===== config.mk =====
export PLATFORM = sky130hd
export DESIGN_NAME = uart_hex_display_ctrl
export DESIGN_NICKNAME = d
export VERILOG_FILES = /design/src/rtl/uart_hex_display_ctrl.sv
export SDC_FILE = /design/constraint.sdc
export NUM_CORES = 1
export LEC_CHECK = 0
export ABC_AREA = 1
export CORE_ASPECT_RATIO = 0.9
export CORE_MARGIN = 1.5
export CORE_UTILIZATION = 48
export DETAILED_ROUTE_END_ITERATION = 10
export HOLD_SLACK_MARGIN = 0.1
export MAX_ROUTING_LAYER = met4
export PLACE_DENSITY = 0.76
export SLEW_MARGIN = 10
export SYNTH_ARGS = -nofsm -noshare
export SYNTH_HDL_FRONTEND = slang
export SYNTH_SLANG_ARGS = --single-unit

===== constraint.sdc =====
create_clock -name clk -period 1.31 [get_ports clk]
set_clock_uncertainty 0.05 [all_clocks]
set_input_delay 0.262 -clock clk [delete_from_list [all_inputs] [get_ports clk]]
set_output_delay 0.262 -clock clk [all_outputs]
set_load 0.01 [all_outputs]

===== src/rtl/uart_hex_display_ctrl.sv =====
// uart_hex_display_ctrl
// Turns lines of ASCII hex characters from a UART receiver into a committed
// display value and scans that value out one digit at a time.
//
// Ports:
//   clk, rst_n      clock, asynchronous active-low reset
//   rx_data/rx_valid received byte and its one-cycle strobe (no backpressure)
//   conv_ascii      byte handed to the external ASCII-to-nibble converter
//   conv_nibble     converter result for conv_ascii (same cycle)
//   digit_val       committed value, digit 0 in bits [3:0]
//   commit          one-cycle pulse when digit_val is updated
//   err             one-cycle pulse on the first invalid character of a line
//   scan_sel        one-hot active-high digit enable
//   scan_nibble     nibble of digit_val for the enabled digit
module uart_hex_display_ctrl #(
    parameter int unsigned NUM_DIGITS = 4,
    parameter int unsigned SCAN_DIV   = 50000
) (
    input  logic                    clk,
    input  logic                    rst_n,
    input  logic [7:0]              rx_data,
    input  logic                    rx_valid,
    output logic [7:0]              conv_ascii,
    input  logic [3:0]              conv_nibble,
    output logic [4*NUM_DIGITS-1:0] digit_val,
    output logic                    commit,
    output logic                    err,
    output logic [NUM_DIGITS-1:0]   scan_sel,
    output logic [3:0]              scan_nibble
);

    localparam int unsigned VAL_W = 4 * NUM_DIGITS;
    localparam int unsigned CNT_W = $clog2(NUM_DIGITS + 1);
    localparam int unsigned IDX_W = (NUM_DIGITS > 1) ? $clog2(NUM_DIGITS) : 1;
    localparam int unsigned PRE_W = $clog2(SCAN_DIV);

    localparam logic [7:0] CHAR_CR = 8'h0D;
    localparam logic [7:0] CHAR_LF = 8'h0A;

    typedef enum logic [1:0] {
        ST_IDLE    = 2'd0,
        ST_COLLECT = 2'd1,
        ST_ERROR   = 2'd2
    } state_e;

    state_e             state_q, state_d;
    logic [VAL_W-1:0]   shadow_q, shadow_d;
    logic [CNT_W-1:0]   count_q, count_d;
    logic [VAL_W-1:0]   digit_val_q, digit_val_d;
    logic               commit_q, commit_d;
    logic               err_q, err_d;
    logic [PRE_W-1:0]   presc_q, presc_d;
    logic [IDX_W-1:0]   index_q, index_d;

    logic               is_hex_c;

    // The converter sees the raw byte at all times
    assign conv_ascii = rx_data;

    // Uppercase hex only; lowercase falls through to the error path
    assign is_hex_c = ((rx_data >= 8'h30) && (rx_data <= 8'h39)) ||
                      ((rx_data >= 8'h41) && (rx_data <= 8'h46));

    // Line parser next-state and outputs
    always_comb begin
        state_d     = state_q;
        shadow_d    = shadow_q;
        count_d     = count_q;
        digit_val_d = digit_val_q;
        commit_d    = 1'b0;
        err_d       = 1'b0;

        if (rx_valid && (rx_data != CHAR_LF)) begin
            case (state_q)
                ST_IDLE, ST_COLLECT: begin
                    if (is_hex_c) begin
                        // Shifting left drops the oldest digit once full
                        shadow_d = (shadow_q << 4) | VAL_W'(conv_nibble);
                        if (count_q != CNT_W'(NUM_DIGITS)) begin
                            count_d = count_q + CNT_W'(1);
                        end
                        state_d = ST_COLLECT;
                    end else if (rx_data == CHAR_CR) begin
                        if (state_q == ST_COLLECT) begin
                            digit_val_d = shadow_q;
                            commit_d    = 1'b1;
                        end
                        shadow_d = '0;
                        count_d  = '0;
                        state_d  = ST_IDLE;
                    end else begin
                        err_d    = 1'b1;
                        shadow_d = '0;
                        count_d  = '0;
                        state_d  = ST_ERROR;
                    end
                end
                ST_ERROR: begin
                    if (rx_data == CHAR_CR) begin
                        state_d = ST_IDLE;
                    end
                end
                default: begin
                    shadow_d = '0;
                    count_d  = '0;
                    state_d  = ST_IDLE;
                end
            endcase
        end
    end

    // Free-running scan prescaler and digit index
    always_comb begin
        presc_d = presc_q + PRE_W'(1);
        index_d = index_q;
        if (presc_q == PRE_W'(SCAN_DIV - 1)) begin
            presc_d = '0;
            if (index_q == IDX_W'(NUM_DIGITS - 1)) begin
                index_d = '0;
            end else begin
                index_d = index_q + IDX_W'(1);
            end
        end
    end

    // State register
    always_ff @(posedge clk or negedge rst_n) begin
        if (!rst_n) begin
            state_q     <= ST_IDLE;
            shadow_q    <= '0;
            count_q     <= '0;
            digit_val_q <= '0;
            commit_q    <= 1'b0;
            err_q       <= 1'b0;
            presc_q     <= '0;
            index_q     <= '0;
        end else begin
            state_q     <= state_d;
            shadow_q    <= shadow_d;
            count_q     <= count_d;
            digit_val_q <= digit_val_d;
            commit_q    <= commit_d;
            err_q       <= err_d;
            presc_q     <= presc_d;
            index_q     <= index_d;
        end
    end

    // Digit decode straight off the registers so a commit shows immediately
    always_comb begin
        scan_sel    = '0;
        scan_nibble = 4'h0;
        for (int i = 0; i < int'(NUM_DIGITS); i++) begin
            if (index_q == IDX_W'(i)) begin
                scan_sel[i] = 1'b1;
                scan_nibble = digit_val_q[4*i +: 4];
            end
        end
    end

    assign digit_val = digit_val_q;
    assign commit    = commit_q;
    assign err       = err_q;

endmodule


# Yosys cells after proc, flatten, opt, wreduce, memory -nomap -nowiden
# Index checks and enable logic that the tools add are counted.
# totals
ff_bits	54
inputBits	15
out_inout_bits	34
elab_cells	60
# op_classes
addsub	2
n_lt_le_gt_ge	4
eq_ne	9
muxes	25
bitwise	3
reduce_logical	10
# op_table
op	count
two-way mux 16 bit	2
case mux 16 bit (2 select lines)	1
adder 16 x 1 -> 16 bit (second input constant)	1
equality test 16 bit (second input constant)	1
two-way mux 4 bit	4
OR 16 x 4 -> 16 bit	1
two-way mux 1 bit	13
equality test 8 x 4 -> 1 bit (second input constant)	1
greater-or-equal comparator 8 x 6 -> 1 bit (second input constant)	1
greater-or-equal comparator 8 x 7 -> 1 bit (second input constant)	1
less-or-equal comparator 8 x 6 -> 1 bit (second input constant)	1
less-or-equal comparator 8 x 7 -> 1 bit (second input constant)	1
two-way mux 2 bit	4
!= test 8 x 4 -> 1 bit (second input constant)	1
equality test 2 bit (second input constant)	3
AND reduction 5 bit	1
equality test 2 x 1 -> 1 bit (second input constant)	2
logical NOT 2 bit	2
case mux 2 bit (2 select lines)	1
AND reduction 2 bit	2
logical AND 1 bit	3
adder 2 x 1 -> 2 bit (second input constant)	1
!= test 2 bit (second input constant)	1
NOT 1 bit	2
2 further kinds	2

# Logic depth before layout (Yosys ltp)
# Gate-level depths: netlist of the first run.
# logic_depth
depth_word	6
mapped_depth	10
ltp_nobuf	8

# Worst setup path before layout of the first run
# No wires, ideal clock.
# synth_timing
kind	reg-to-output
from	register index_q[0]
to	output port scan_nibble[2]
arrival_ns	1.268
t_required_ns	0.998
path_slack_ns	-0.270
path_stages_with_launch	6
path_cell_list	dfrtp_1 > inv_1 > ha_1 > clkbuf_1 > a21oi_1 > a21oi_1
# synth_via
elab_chain_cells	5
# synth_lines
element	line_no	source
start: declaration	53	logic [IDX_W-1:0] index_q, index_d;
start signal: assignment	145	index_q <= index_d;
logical NOT 2 bit	154	if (index_q == IDX_W'(i)) begin
two-way mux 4 bit (3 in a row)	154	
two-way mux 4 bit *	154	
end: declaration	29	output logic [3:0] scan_nibble
# Every way passes the cells marked *; elsewhere a longest branch is shown, timed or not.

# Worst setup path in the final report of the first run
# layout_timing
from	register index_q[0]
to	output port scan_nibble[0]
# Same word-level chain as after synthesis.

==> results of run 1 <==
final timing paths:
kind	from	to	slack, ps	cells past startpoint
worst max-delay path	index_q[0]$_DFFE_PN0N_	scan_nibble[0]	-610	6
worst min-delay path	rst_n	state_q[1]$_DFFE_PN0P_	440	3
worst max register to register	presc_q[1]$_DFF_PN0_	presc_q[14]$_DFF_PN0_	-110	8
worst min register to register	shadow_q[13]$_DFFE_PN0P_	shadow_q[13]$_DFFE_PN0P_	470	2
max in group asynchronous	rst_n	presc_q[3]$_DFF_PN0_	520	3
min in group clk	conv_nibble[2]	shadow_q[2]$_DFFE_PN0P_	460	3
critical path, delay by kind of cell (launching register included):
| kind | cells | cell delay (ps) |
|---|---|---|
| simple gates | 1 | 90 |
| flops | 1 | 470 |
| compound gates | 2 | 300 |
| buf+inv | 2 | 240 |
| fa+ha+maj | 1 | 190 |
cell usage in the layout, fill, tap and decap left out, drive strengths merged, types with 9 or more instances in the layout:
cell type and count:
a21oi 9, nand4 18, nor2 43, buf 106, xor2 9, nand3 33
inv 32, dfrtp 54, clkbuf 10, nand2 117
layer usage:
layer	up-vias	GRT usage, %	share of wire [%]
met5	-	-	0
met4	0	9.290	2.0
met3	14	3.142	5.2
met2	101	40.68	51
met1	1361	30.84	42
li1	1365	-	-
stage by stage:
stage          hold slack [ps]  util (%)  power [uW]
5_1_grt                  475.9     76.64        3683
3_3_place_gp             223.4     66.56        2298
4_1_cts                  444.7     70.80        3427
3_5_place_dp             229.6     66.56        2320
6_report                 437.5     76.64        3543
2_1_floorplan           -83.59         -        2056
state kept, by name (all words and copies together), names as in the netlist:
signal and flops:
digit_val 16, presc_q 16, shadow_q 16, index_q 2, state_q 2, commit 1
err 1
cell type report:
type	count	area, um2
clock buffers	6	82.58
repair inverters	1	8.758
clock inverters	1	30.03
inverters	32	135.1
repair buffers	131	1185
multi-input cells	250	1455
well taps	70	87.58
fillers	369	1323
flip-flops and latches	54	1354
cell families after synthesis:
group,after synthesis,synth area share (%)
XOR/XNOR,11,3.415
flip-flops,54,47.89
AO/OA/AOI/OAI,17,3.503
AND/OR/NAND/NOR,217,33.61
adder cells (fa/ha/maj),5,2.217
buffers and inverters,51,9.357
where the power goes:
group	leakage, uW	switching [uW]	internal (uW)
sequential	0.000733	36.9	1710
combinational	0.00154	350	297
clock	0.0000573	541	612
total	0.00233	928	2620
timing repair:
item,CTS,global route
hold buffers,1,0
endpoints found under the setup margin,82,57
buffers inserted,12,12
hold endpoints to repair,54,0
gates resized for setup,176,60
cloned,1,3
pin swaps,20,25
==> key figures, run 1 <==
Placed design
  • Placed instance area: 0.003767 mm2
  • Pre-CTS setup slack: -674.1 ps
  • GPL Wtd Cong: 0.9049
  • # port buffers: 48
  • Hpwl dp: 4.788 mm
  • DP Cell Count: 513

Final layout
  • Nets: 495
  • Layout cell share with drive strength beyond 1: 40.00%
  • Non-filler cells, final: 545
  • Post-route cell area: 0.004338 mm2
  • Area Overhead vs Synth: 53.75%
  • Antenna Cells: 0

Clock tree
  • CTS Buf Count: 5
  • Clock Pin Slew Worst Setup and Hold Paths: 90 ps
  • CTS tree: built
  • CTS root buffer: clkbuf_8
  • Worst-Skew Late Latency: 310 ps
  • Clk buf depth: 2
  • CTS Sinks: 54
  • H-tree levels: 2

Synthesis
  • EDFF count, synth: 0
  • Syn_area_per_cell: 7.948 um2
  • Part of the Yosys area used for sequential elements: 47.89%
  • Post-synth design cell area: 0.002821 mm2
  • Yosys cell types: 26
  • Cells after synthesis: 355
  • Top-count cell post-synth: nand2_1
  • Yosys top cell area share: 47.89%
  • Async set or reset register ratio after synthesis: 100.0%
  • Syn_nets: 375
  • Number of synthesized register bits: 54
  • Most frequent cells after synthesis: nand2_1, dfrtp_1, nor2_1
  • Synth area leader: dfrtp_1
  • Warning count from the yosys run: 0
  • Top post-synthesis cells by area: dfrtp_1, nand2_1, nand3_1
  • Synth Flop Type: dfrtp_1

Worst setup path
  • Critical path class: flop to output pin
  • Startpoint Class: flop
  • Worst Path Arrival: 1610 ps
  • Worst Path Max Fanout: 5
  • Largest stage delay, worst path: 470 ps
  • Worst Path Required: 1000 ps
  • CP max-delay cell: dfrtp_2
  • Worst Setup End Kind: output pin
  • Cell Chain, Critical Path: inv_4 > ha_4 > nand3_2 > a21o_1 > a21oi_2 > buf_2

Global routing
  • Largest net degree at the start of global routing: 55
  • Total global-route track usage: 24.29%
  • Initial antenna violation count: 0
  • Grt total ovfl: 0
  • First-pass GRT wire length: 11.76 mm
  • Vias in the first global route: 2573

Timing
  • Tmin final: 1923 ps
  • Total negative setup slack: -4014 ps
  • Final setup viols: 19
  • RSZ-0062 raised after global routing: yes
  • Final WS setup: -612.9 ps
  • Pin slew with the least headroom to its limit: 290.7 ps
  • Fin. Hold Viols: 0
  • Fin crit share: 146.8%
  • Relative slew margins: 80.62%
  • Slew Viols, Final: 0
  • Max Freq: 0.5201 GHz

Outcome
  • Status: finished with violations
  • Violated checks: setup timing

Drt
  • DR DRC count: 0
  • Wire length per cell: 14.86 um
  • Avg Vias per Cell: 5.213
  • ANT nets after route: 0
  • Routed WL: 8.101 mm
  • Via Count: 2841
  • Drt pass-1 iters: 4
  • DRT iter0 DRCs: 267

Floorplan
  • Rows: 26
  • I/O Pins: 49
  • Core area: 0.005660 mm2
  • Die Ht: 75.74 um
  • Starting density of the core: 49.85%
  • Total die area: 0.006348 mm2
  • Die W: 83.82 um

Power
  • Worst vdd ir: 0.7688 mV
  • P per Cell Area: 816.7 mW/mm2
  • Pleak: 0.002330 uW

Hold path
  • Min-delay worst type: primary input to asynchronous set/reset pin

Job
  • Max cap viols: 0
Power figures use the tool's default switching activity.
==> run 2: changes to the inputs <==
--- a/config.mk
+++ b/config.mk
@@ -7,7 +7,6 @@
 export LEC_CHECK = 0
 export ABC_AREA = 1
 export CORE_ASPECT_RATIO = 0.9
-export CORE_MARGIN = 1.5
 export CORE_UTILIZATION = 48
 export DETAILED_ROUTE_END_ITERATION = 10
 export HOLD_SLACK_MARGIN = 0.1
==> key figures, run 2 (same netlist as run 1, synthesis figures left out) <==
Outcome
  • Status: finished with violations (unchanged)
  • Violated checks: setup timing (unchanged)

Timing
  • Fin. Hold Viols: 0 (unchanged)
  • Max Freq: 0.5173 GHz (was 0.5201 GHz)
  • RSZ-0062 raised after global routing: yes (unchanged)
  • Pin slew with the least headroom to its limit: 288.2 ps (was 290.7 ps)
  • Fin crit share: 147.6% (was 146.8%)
  • Slew Viols, Final: 0 (unchanged)
  • Tmin final: 1933 ps (was 1923 ps)
  • Relative slew margins: 80.79% (was 80.62%)
  • Final setup viols: 21 (was 19)
  • Final WS setup: -623.0 ps (was -612.9 ps)

Power
  • Pleak: 0.002309 uW (was 0.002330 uW)
  • Overall Power: 3172 uW (was 3543 uW)
  • Clock share of power: 27.7% (was 32.5%)
  • Sw Share: 27.09% (was 26.19%)
  • Worst vdd ir: 0.5347 mV (was 0.7688 mV)
  • P per Cell Area: 734.0 mW/mm2 (was 816.7 mW/mm2)
  • Logic pwr share: 17.5% (was 18.3%)
  • Int Pwr: 2313 uW (was 2615 uW)
  • P_sw: 859.2 uW (was 927.8 uW)
  • Flop pwr share: 54.8% (was 49.2%)

Global routing
  • Grt total ovfl: 0 (unchanged)
  • Total global-route track usage: 23.86% (was 24.29%)
  • Largest net degree at the start of global routing: 55 (unchanged)
  • First-pass GRT wire length: 11.51 mm (was 11.76 mm)
  • Vias in the first global route: 2496 (was 2573)
  • Initial antenna violation count: 0 (unchanged)

Clock tree
  • Clk buf depth: 2 (unchanged)
  • CTS Sinks: 54 (unchanged)
  • CTS Buf Count: 5 (unchanged)
  • CTS tree: built (unchanged)
  • H-tree levels: 2 (unchanged)
  • Worst-Skew Late Latency: 300 ps (was 310 ps)
  • Clock Pin Slew Worst Setup and Hold Paths: 90 ps (about the same)
  • CTS root buffer: clkbuf_8 (unchanged)

Worst setup path
  • Worst Path Max Fanout: 5 (unchanged)
  • Critical path class: flop to output pin (unchanged)
  • Worst Path Arrival: 1620 ps (was 1610 ps)
  • Worst Path Required: 1000 ps (about the same)
  • Worst Setup End Kind: output pin (unchanged)
  • Setup slack, reg-to-reg: -90 ps (was -110 ps)
  • Startpoint Class: flop (unchanged)

Final layout
  • Nets: 493 (was 495)
  • Area Overhead vs Synth: 53.17% (was 53.75%)
  • Most frequent cells in the layout: nand2_1, buf_4, dfrtp_1, nand3_1, inv_1 (was nand2_1, buf_4, dfrtp_1, nand3_1, buf_6)
  • Most common cell after layout, fill and taps aside: nand2_1 (unchanged)
  • Layout cell share with drive strength beyond 1: 41.44% (was 40.00%)
  • Post-layout util: 76.35% (was 76.64%)
  • Antenna Cells: 0 (unchanged)
  • Post-route cell area: 0.004322 mm2 (was 0.004338 mm2)

Floorplan
  • Starting density of the core: 49.85% (unchanged)
  • Total die area: 0.006189 mm2 (was 0.006348 mm2)
  • Die Ht: 74.74 um (was 75.74 um)
  • Core area: 0.005660 mm2 (unchanged)
  • Rows: 26 (unchanged)
  • I/O Pins: 49 (unchanged)
  • Die W: 82.82 um (was 83.82 um)

Drt
  • Wire length per cell: 14.60 um (was 14.86 um)
  • Via Count: 2851 (was 2841)
  • Drt pass-1 iters: 5 (was 4)
  • ANT nets after route: 0 (unchanged)
  • Avg Vias per Cell: 5.250 (was 5.213)
  • DRT iter0 DRCs: 289 (was 267)
  • DR DRC count: 0 (unchanged)
  • Routed WL: 7.929 mm (was 8.101 mm)

Placed design
  • Hpwl dp: 4.618 mm (was 4.788 mm)
  • GPL Wtd Cong: 0.8571 (was 0.9049)
  • # port buffers: 48 (unchanged)
  • Placed instance area: 0.003737 mm2 (was 0.003767 mm2)

Job
  • Max cap viols: 0 (unchanged)

Hold path
  • Min-delay worst type: primary input to asynchronous set/reset pin (unchanged)
==> run 2: cell count changes in the layout (fill, tap and decap cells not counted), moves of 3 or more <==
cell             previous run  this run
nand2_1                   106       100
nand2_2                     8        12
nor2_4                      4         9
buf_4                      61        64
buf_6                      28        19
nor2_2                     17        14
nand3_1                    29        26
nand2_4                     2         5
clkdlybuf4s15_2             5         9
==> run 2: power by group through the flow <==
stage	registers (uW)	clock network [uW]	logic (uW)
floorplan	1770	0	289
global placement	1770	0	553
detailed placement	1770	0	555
CTS	1730	888	541
global route	1740	960	615
finish	1740	879	556
==> run 2: layout make-up <==
type                       count  area (um2)
timing repair buffer         128        1125
fill                         363        1339
multi-input combinational    251        1536
timing repair inverter         1       8.758
inverter                      32       132.6
tap                           70       87.58
sequential                    54        1355
clock buffer                   7       76.32
==> run 2: worst max-delay path, stage by stage (launching register included) <==
cell and delay (ps):
dfrtp_1 410, inv_2 110, ha_4 190, buf_6 110, nand2_2 50, a21o_1 200, a21oi_2 120, buf_2 140
==> run 2: timing repair <==
item / 4_1_cts / 5_1_grt
setup endpoints to repair: 82 / 65
pin swaps: 17 / 23
buffers inserted: 19 / 10
resized for setup: 171 / 67
cloned: 1 / 2
hold buffers: 1 / 0
hold endpoints to repair: 54 / 0
==> run 2: layer usage <==
| metal | vias to the layer above | wire length [um] | global-route usage (%) |
|---|---|---|---|
| met4 | 0 | 168 | 6.705 |
| met2 | 128 | 3976 | 38.71 |
| met3 | 22 | 466 | 3.289 |
| met5 | - | 0 | - |
| met1 | 1341 | 3317 | 31.90 |
| li1 | 1360 | - | - |
==> run 2: per-stage QoR <==
step / hold slack, ps / setup WS (ps) / std cells / setup TNS [ps]
6_report: 412.1 / -623.0 / 543 / -4911
5_1_grt: 462.0 / -662.7 / 543 / -6251
4_1_cts: 431.2 / -548.6 / 536 / -3712
3_5_place_dp: 229.0 / -671.8 / 509 / -25960
3_3_place_gp: 225.0 / -623.0 / 509 / -25150
2_1_floorplan: -83.59 / -141.9 / 355 / -527.6
==> run 2: worst paths after layout <==
kind	startpoint	to	cells past startpoint
max reg2reg	presc_q[4]$_DFF_PN0_	presc_q[14]$_DFF_PN0_	6
min reg2reg	shadow_q[15]$_DFFE_PN0P_	shadow_q[15]$_DFFE_PN0P_	2
max	index_q[1]$_DFFE_PN0N_	scan_nibble[3]	7
max in group asynchronous	rst_n	presc_q[2]$_DFF_PN0_	3
min	rst_n	presc_q[10]$_DFF_PN0_	3
min in group clk	shadow_q[15]$_DFFE_PN0P_	shadow_q[15]$_DFFE_PN0P_	2
